===== config.mk =====
export PLATFORM = sky130hd
export DESIGN_NAME = if_fetch_stage_flat
export DESIGN_NICKNAME = d
export VERILOG_FILES = /design/src/rtl/if_fetch_stage_if.sv /design/src/rtl/if_fetch_stage.sv /design/src/flat_wrapper.sv
export SDC_FILE = /design/constraint.sdc
export NUM_CORES = 1
export LEC_CHECK = 0
export ABC_AREA = 1
export CAP_MARGIN = 30
export CORE_AREA = 2 2 104 131
export DETAILED_ROUTE_END_ITERATION = 10
export DIE_AREA = 0 0 106 133
export PLACE_DENSITY = 0.6
export SYNTH_ARGS = -nofsm -noshare
export SYNTH_HDL_FRONTEND = slang
export SYNTH_SLANG_ARGS = --single-unit

===== constraint.sdc =====
create_clock -name clk -period 1.7 [get_ports clk]
set_input_delay 0.425 -clock clk [delete_from_list [all_inputs] [get_ports clk]]
set_output_delay 0.425 -clock clk [all_outputs]
set_load 0.03 [all_outputs]

===== src/rtl/if_fetch_stage_if.sv =====
// rtl/if_fetch_stage_if.sv - fetch-stage control, IF/ID and instruction-memory signal bundle
interface if_fetch_stage_if;
    logic        PCWrite;
    logic        branch_taken;
    logic [15:0] branch_target;
    logic        jump;
    logic [15:0] jump_target;
    logic        imem_req;
    logic [15:0] imem_addr;
    logic [15:0] imem_rdata;
    logic        imem_ready;
    logic [15:0] inst;
    logic [15:0] PC_Plus2;
    logic        inst_valid;
    logic        flush;

    modport master (
        input  PCWrite, branch_taken, branch_target, jump, jump_target,
        input  imem_rdata, imem_ready,
        output imem_req, imem_addr, inst, PC_Plus2, inst_valid, flush
    );

    modport slave (
        output PCWrite, branch_taken, branch_target, jump, jump_target,
        output imem_rdata, imem_ready,
        input  imem_req, imem_addr, inst, PC_Plus2, inst_valid, flush
    );
endinterface


===== src/rtl/if_fetch_stage.sv =====
// rtl/if_fetch_stage.sv - instruction fetch stage: PC, imem handshake with wait states,
// stall hold buffer and branch/jump redirect with stale-response discard
module if_fetch_stage #(
    parameter logic [15:0] RESET_PC = 16'h0000,
    parameter logic [15:0] NOP_INST = 16'h0000
) (
    input  logic              clk,
    input  logic              reset,
    if_fetch_stage_if.master  bus
);
    typedef enum logic [1:0] {IDLE, FETCH, HOLD, DISCARD} state_t;

    state_t      r_state;
    logic [15:0] r_pc;
    logic [15:0] r_inst_buf;
    logic [15:0] r_discard_addr;

    logic        w_redirect;
    logic [15:0] w_target_raw;
    logic [15:0] w_target;
    logic [15:0] w_pc_plus2;
    logic        w_valid;
    logic [15:0] w_data;

    // Branch beats jump: the branch belongs to the older instruction.
    always_comb begin
        w_redirect   = bus.branch_taken | bus.jump;
        w_target_raw = bus.branch_taken ? bus.branch_target : bus.jump_target;
        w_target     = {w_target_raw[15:1], 1'b0};
        w_pc_plus2   = r_pc + 16'd2;
    end

    always_comb begin
        w_valid = 1'b0;
        w_data  = bus.imem_rdata;
        case (r_state)
            FETCH:   w_valid = bus.imem_ready & ~w_redirect;
            HOLD: begin
                w_valid = ~w_redirect;
                w_data  = r_inst_buf;
            end
            default: w_valid = 1'b0;
        endcase
    end

    // A stale response still owns the bus in DISCARD, so its address must not move.
    always_comb begin
        bus.imem_req   = (r_state == FETCH) || (r_state == DISCARD);
        bus.imem_addr  = (r_state == DISCARD) ? r_discard_addr : r_pc;
        bus.inst_valid = w_valid;
        bus.inst       = w_valid ? w_data : NOP_INST;
        bus.PC_Plus2   = w_pc_plus2;
        bus.flush      = w_redirect & reset;
    end

    always_ff @(posedge clk or negedge reset) begin
        if (!reset) begin
            r_state        <= IDLE;
            r_pc           <= RESET_PC;
            r_inst_buf     <= 16'h0000;
            r_discard_addr <= 16'h0000;
        end else begin
            case (r_state)
                IDLE: begin
                    if (w_redirect) r_pc <= w_target;
                    r_state <= FETCH;
                end
                FETCH: begin
                    if (w_redirect) begin
                        r_pc <= w_target;
                        if (!bus.imem_ready) begin
                            r_discard_addr <= r_pc;
                            r_state        <= DISCARD;
                        end
                    end else if (bus.imem_ready) begin
                        if (bus.PCWrite) begin
                            r_pc <= w_pc_plus2;
                        end else begin
                            r_inst_buf <= bus.imem_rdata;
                            r_state    <= HOLD;
                        end
                    end
                end
                HOLD: begin
                    if (w_redirect) begin
                        r_pc    <= w_target;
                        r_state <= FETCH;
                    end else if (bus.PCWrite) begin
                        r_pc    <= w_pc_plus2;
                        r_state <= FETCH;
                    end
                end
                DISCARD: begin
                    if (w_redirect) r_pc <= w_target;
                    if (bus.imem_ready) r_state <= FETCH;
                end
                default: r_state <= IDLE;
            endcase
        end
    end
endmodule


===== src/flat_wrapper.sv =====
// flat-port wrapper written by rule: the top's interface ports become plain ports
module if_fetch_stage_flat 
#(
    parameter logic [15:0] RESET_PC = 16'h0000,
    parameter logic [15:0] NOP_INST = 16'h0000
)
  (clk, reset, bus_PCWrite, bus_branch_taken, bus_branch_target, bus_jump, bus_jump_target, bus_imem_rdata, bus_imem_ready, bus_imem_req, bus_imem_addr, bus_inst, bus_PC_Plus2, bus_inst_valid, bus_flush);
  if_fetch_stage_if bus_i ();
  input  logic clk;
  input  logic reset;
  input wire logic [$bits(bus_i.PCWrite)-1:0] bus_PCWrite;
  input wire logic [$bits(bus_i.branch_taken)-1:0] bus_branch_taken;
  input wire logic [$bits(bus_i.branch_target)-1:0] bus_branch_target;
  input wire logic [$bits(bus_i.jump)-1:0] bus_jump;
  input wire logic [$bits(bus_i.jump_target)-1:0] bus_jump_target;
  input wire logic [$bits(bus_i.imem_rdata)-1:0] bus_imem_rdata;
  input wire logic [$bits(bus_i.imem_ready)-1:0] bus_imem_ready;
  output wire logic [$bits(bus_i.imem_req)-1:0] bus_imem_req;
  output wire logic [$bits(bus_i.imem_addr)-1:0] bus_imem_addr;
  output wire logic [$bits(bus_i.inst)-1:0] bus_inst;
  output wire logic [$bits(bus_i.PC_Plus2)-1:0] bus_PC_Plus2;
  output wire logic [$bits(bus_i.inst_valid)-1:0] bus_inst_valid;
  output wire logic [$bits(bus_i.flush)-1:0] bus_flush;
  assign bus_i.PCWrite = bus_PCWrite;
  assign bus_i.branch_taken = bus_branch_taken;
  assign bus_i.branch_target = bus_branch_target;
  assign bus_i.jump = bus_jump;
  assign bus_i.jump_target = bus_jump_target;
  assign bus_i.imem_rdata = bus_imem_rdata;
  assign bus_i.imem_ready = bus_imem_ready;
  assign bus_imem_req = bus_i.imem_req;
  assign bus_imem_addr = bus_i.imem_addr;
  assign bus_inst = bus_i.inst;
  assign bus_PC_Plus2 = bus_i.PC_Plus2;
  assign bus_inst_valid = bus_i.inst_valid;
  assign bus_flush = bus_i.flush;
  if_fetch_stage #(.RESET_PC(RESET_PC), .NOP_INST(NOP_INST)) u_core (.clk(clk), .reset(reset), .bus(bus_i));
endmodule

; ---- Word-level counts from Yosys, hierarchy flattened
; Index checks and enable logic that the tools add are counted.
[totals]
inputBits = 54
elab_cells = 46
regBits = 50
[op_classes]
n_bitwise = 6
eq_ne = 9
reduce_logical = 7
n_addsub = 1
mux = 19
[op_table]
columns = cell, n
row1 = 2-to-1 mux 16 bit, 9
row2 = one-hot mux 16 bit (3 select lines), 1
row3 = "adder 16 x 2 -> 16 bit, second input constant", 1
row4 = 2-to-1 mux 2 bit, 7
row5 = "!= test 3 x 2 -> 1 bit, second input constant", 3
row6 = one-hot mux 2 bit (4 select lines), 1
row7 = AND reduction 5 bit, 1
row8 = "equality test 2 bit, second input constant", 2
row9 = AND reduction 4 bit, 1
row10 = "!= test 3 bit, second input constant", 1
row11 = NOT 1 bit, 3
row12 = AND reduction 3 bit, 1
row13 = AND 1 bit, 2
row14 = "equality test 2 x 1 -> 1 bit, second input constant", 1
row15 = zero test 2 bit, 1
row16 = "!= test 2 x 1 -> 1 bit, second input constant", 1
row17 = "!= test 2 bit, second input constant", 1
row18 = one-hot mux 1 bit (2 select lines), 1
row19 = AND reduction 2 bit, 1
row20 = OR reduction 2 bit, 1
row21 = logical OR 1 bit, 1
row22 = OR 1 bit, 1

; ---- Logic depth before layout (Yosys ltp)
[depth]
ltp_word = 5
depth_mapped = 11
depth_no_buf = 9

; ---- Worst setup path before layout
; No wires, ideal clock.
[synth_timing]
path_type = register to output
start = register u_core.r_state[0]
end = output bus_inst[10]
setup_slack_ns = -0.615
required_time_ns = 1.275
path_buffers = 2
arrival_ns = 1.890
stages_incl_launch_ff = 9
path_cell_list = dfrtp_1 -> inv_1 -> ha_1 -> clkbuf_1 -> inv_1 -> a21oi_2 -> inv_2 -> buf_6 -> nor2_1
[synth_via]
elab_chain_cells = 3
elab_cells_between_ends = 5
[synth_rtl]
columns = element, line_no
row1 = from (decl), if_fetch_stage.sv:13  ; state_t r_state;
row2 = from (signal assigned), if_fetch_stage.sv:58  ; r_state <= IDLE;
row3 = from (signal assigned), if_fetch_stage.sv:66  ; r_state <= FETCH;
row4 = from (signal assigned), if_fetch_stage.sv:73  ; r_state <= DISCARD;
row5 = equality test 2 bit / equality test 2 x 1 -> 1 bit (equally long branches), if_fetch_stage.sv:36  ; case (r_state)
row6 = one-hot mux 1 bit (2 select lines) *, if_fetch_stage.sv:36
row7 = named net bus_inst_valid, flat_wrapper.sv:22  ; output wire logic [$bits(bus_i.inst_valid)-1:0] bus_inst_valid;
row8 = 2-to-1 mux 16 bit *, if_fetch_stage.sv:51  ; bus.inst = w_valid ? w_data : NOP_INST;
row9 = to (decl), flat_wrapper.sv:20  ; output wire logic [$bits(bus_i.inst)-1:0] bus_inst;
; The timed path passes the listed nets; every way through them passes the cells marked *.

; ---- Final worst setup path
[layout_timing]
start = register u_core.r_state[0]
end = output bus_imem_addr[9]
[layout_via]
elab_chain_cells = 2
[layout_rtl]
columns = element, line_no
row1 = equality test 2 bit, if_fetch_stage.sv:49  ; bus.imem_addr = (r_state == DISCARD) ? r_discard_addr : r_pc;
row2 = 2-to-1 mux 16 bit, if_fetch_stage.sv:49
row3 = to (decl), flat_wrapper.sv:19  ; output wire logic [$bits(bus_i.imem_addr)-1:0] bus_imem_addr;
; No other way between the ends.

==> parameters.txt <==
Parameter                              Value

Clock tree
  Bufs on Longest Clock Path ... 2
  TritonCTS Sinks ... between 40 and 50
  Clock transition time at the flip-flop clock pins of the worst setup and hold paths ... 0.07 ns
  Worst skew pair latency ... slightly below 0.3 ns
  CTS tree ... done
  Clock tree root driver cell ... sky130_fd_sc_hd__clkbuf_16
  H-tree depth ... 2
  Num CTS Buffers ... 5

Timing
  Slack of the critical path ... -0.470 ns
  Slew Limit Fails ... 0
  Max Fclk ... 0.461 GHz
  Total of endpoints with negative setup slack in the final report ... 46
  Setup TNS after final layout ... -17.76 ns
  Setup skew after layout ... 0.00605 ns
  RSZ-0062 raised after global routing ... true
  Worst slew margin relative to its limit ... 0.583
  Min Clock Period, post-route ... about 2.2 ns
  Least-Margin Pin Slew ... 0.625 ns
  Final period utilization ... 1.28
  Final Hold Fails ... 0
  Worst hold slack ... 0.309 ns

Setup path
  R2R cell count ... 9
  Endpoint required time on the critical path ... about 1.3 ns
  Crit path DAT ... ~1.7 ns
  Worst setup path start ... u_core.r_state[0]
  Launching point of the worst reg2reg path ... u_core.r_state[1]
  Reg2Reg Setup Slack ... 0.03 ns
  Nature of the critical path endpoint ... output port
  Top fanout value on the critical path ... 7
  RR Endpoint ... u_core.r_pc[2]
  Launching element type of the critical path ... register
  Critical path class ... reg2out
  Capturing element of the worst setup path ... bus_imem_addr[9]

Outcome
  Run status ... finished, violations left
  Failing checks ... negative setup slack

Final layout
  Share of the core filled with cells in the final layout ... 0.486
  Area added between synthesis and finish ... 102%
  Antenna diode count ... 0
  Fraction of layout instances using a drive strength above 1 ... 0.434
  NumNets Final ... between 700 and 800
  Most frequent standard cell in the layout excluding fill and tap cells ... sky130_fd_sc_hd__nand2_1
  Leading cell types in the layout, fill and taps excluded ... sky130_fd_sc_hd__nand2_1 (113), sky130_fd_sc_hd__buf_6 (55), sky130_fd_sc_hd__buf_4 (55), sky130_fd_sc_hd__inv_1 (54), sky130_fd_sc_hd__clkdlybuf4s50_1 (48)

Global routing
  Remaining global-route overflow ... 0
  Number of global-route vias before repair ... 3,466
  Wire length of the first global-routing pass ... ~17 mm
  Maximum number of pins on one net before global-route repair ... between 40 and 50
  Antenna violations before repair ... 0
  Global-route usage over all layers ... 0.148

Detailed routing
  Routed length per placed instance ... 13.2 um
  Drt total wl ... around 11 mm
  Number of detailed-routing iterations run before antenna repair ... 5
  ANT nets after route ... 0
  Via density per instance ... about 4.4
  Drt drc ... 0
  Routed vias ... between 3,000 and 4,000
  Iteration-0 DRC count of the detailed router ... 215

Synth
  Netlist cell types ... 29
  Top post-synthesis cells by area ... sky130_fd_sc_hd__dfrtp_1 (38%), sky130_fd_sc_hd__nand2_1 (19%), sky130_fd_sc_hd__o21ai_0 (8.0%)
  Area of the mapped netlist ... 3130 um^2
  Count of warnings emitted by yosys ... 0
  Fraction of post-synthesis cell area in the top cell type by area ... 0.384
  Proportion of synthesized chip area in sequential cells ... 0.384
  Number of synthesized register bits ... 48
  Synthesized netlist cell count ... ~470
  Biggest area consumer among synthesized cells ... sky130_fd_sc_hd__dfrtp_1
  Average cell area after synthesis ... roughly 6.7 um^2

Place
  Placer congestion estimate ... a little over 0.8
  Port Buffers ... 100
  HPWL after DPL ... slightly below 7 mm

Die
  Core ar. ... about 13,000 um^2
  Die footprint ... 14,100 um^2
  Standard-cell rows ... 47
  Initial cell density of the core ... 0.241
  Ports ... 105
  Die width ... 106 um
  Die Ht ... 133 um

Min path
  Min-delay worst type ... in2async

Power and ir drop
  PwrDens ... 1680 nW/um^2
  Static leakage ... a little over 3 nW
  Power, Total ... around 11 mW
  Peak supply drop ... between 0.0006 and 0.0007 V

Run
  Max capacitance violation total ... 0
-- cell families (layout without fill, tap and decap cells) --
family / after synthesis / count (layout) / share of synthesized area
xor+xnor: 7 / 7 / 0.0196
flops: 48 / 48 / 0.384
fa+ha+maj: 4 / 4 / 0.0160
other cells: 1 / 2 / 0.00120
compound gates: 74 / 74 / 0.124
simple gates: 245 / 245 / 0.330
buf+inv: 87 / 268 / 0.126
-- flip-flops by register name, summed over array words and instances, names as in the netlist --
name                   count
u_core.r_discard_addr     15
u_core.r_state             2
u_core.r_inst_buf         16
u_core.r_pc               15
-- worst min path at each step --
stage                              startpoint                   endpoint  slack (ns)  cells past startpoint
global route                            reset       u_core.r_inst_buf[9]        0.37                      2
floorplan                               reset  u_core.r_discard_addr[10]        0.13                      0
detailed placement  u_core.r_discard_addr[14]  u_core.r_discard_addr[14]        0.47                      2
global placement    u_core.r_discard_addr[14]  u_core.r_discard_addr[14]        0.47                      2
finish                                  reset       u_core.r_inst_buf[9]        0.31                      2
CTS                                     reset       u_core.r_inst_buf[6]        0.35                      2
-- worst max-delay path, stage by stage (launching register included) --
cell and delay [ns]:
sky130_fd_sc_hd__dfrtp_1 0.39, sky130_fd_sc_hd__buf_4 0.14, sky130_fd_sc_hd__buf_4 0.13, sky130_fd_sc_hd__ha_4 0.21, sky130_fd_sc_hd__buf_12 0.14, sky130_fd_sc_hd__buf_16 0.14
sky130_fd_sc_hd__o21ai_4 0.16, sky130_fd_sc_hd__buf_12 0.14
-- layout make-up --
type / count / area [um^2]
fillers: 1175 / 6680
well taps: 171 / 214
multi-input cells: 332 / 2230
flip-flops and latches: 48 / 1200
repair inverters: 1 / 16.3
clock buffers: 7 / 143
inverters: 63 / 256
repair buffers: 196 / 2250
clock inverters: 1 / 7.51
-- synth_stat cells --
| master | count |
|---|---|
| sky130_fd_sc_hd__a21oi_1 | 16 |
| sky130_fd_sc_hd__nand2_1 | 157 |
| sky130_fd_sc_hd__buf_8 | 1 |
| sky130_fd_sc_hd__nand4_1 | 5 |
| sky130_fd_sc_hd__buf_2 | 6 |
| sky130_fd_sc_hd__o211ai_1 | 2 |
| sky130_fd_sc_hd__nor2_2 | 2 |
| sky130_fd_sc_hd__dfrtp_1 | 48 |
| sky130_fd_sc_hd__buf_6 | 5 |
| sky130_fd_sc_hd__xor2_1 | 7 |
| sky130_fd_sc_hd__conb_1 | 1 |
| sky130_fd_sc_hd__clkinv_1 | 1 |
| sky130_fd_sc_hd__o21ai_0 | 50 |
| sky130_fd_sc_hd__clkbuf_1 | 10 |
| sky130_fd_sc_hd__o211ai_2 | 1 |
| sky130_fd_sc_hd__ha_1 | 4 |
| sky130_fd_sc_hd__nand2_4 | 1 |
| sky130_fd_sc_hd__a21oi_2 | 1 |
| sky130_fd_sc_hd__inv_4 | 1 |
| sky130_fd_sc_hd__inv_2 | 1 |
| sky130_fd_sc_hd__buf_4 | 2 |
| sky130_fd_sc_hd__nor2_4 | 1 |
| sky130_fd_sc_hd__nor2_1 | 41 |
| sky130_fd_sc_hd__o21ai_1 | 4 |
| sky130_fd_sc_hd__nand3_2 | 3 |
| sky130_fd_sc_hd__inv_1 | 60 |
| sky130_fd_sc_hd__or2_2 | 1 |
| sky130_fd_sc_hd__nand3_1 | 33 |
| sky130_fd_sc_hd__nor2_8 | 1 |
-- what timing repair did --
action / 4_1_cts / 5_1_grt
buffers inserted: 41 / 18
cloned: 4 / 2
hold buffers: 0 / 0
endpoints found under the setup margin: 62 / 62
pin swaps: 44 / 32
gates resized for setup: 151 / 75
-- power by group --
part           switching [mW]  internal, mW  total, mW
Clock                   0.427         0.587       1.01
Sequential              0.426          1.66       2.08
Combinational            3.74          3.77       7.50
Total                    4.59          6.01       10.6
-- per-layer routing --
metal	vias to the layer above	share of wire	GRT usage
met3	11	0.034	0.0187
li1	1803	-	-
met4	0	0.015	0.0497
met2	109	0.56	0.275
met5	-	0	0
met1	1655	0.39	0.174
-- through the flow --
step | cells | area (um^2) | setup slack [ns]
after floorplan | 467 | 3260 | -0.302
after global placement | 766 | 4920 | -0.486
after detailed placement | 766 | 4920 | -0.519
after CTS | 813 | 6030 | -0.475
after global routing | 819 | 6320 | -0.565
final | 819 | 6320 | -0.470
Power figures use the tool's default switching activity.
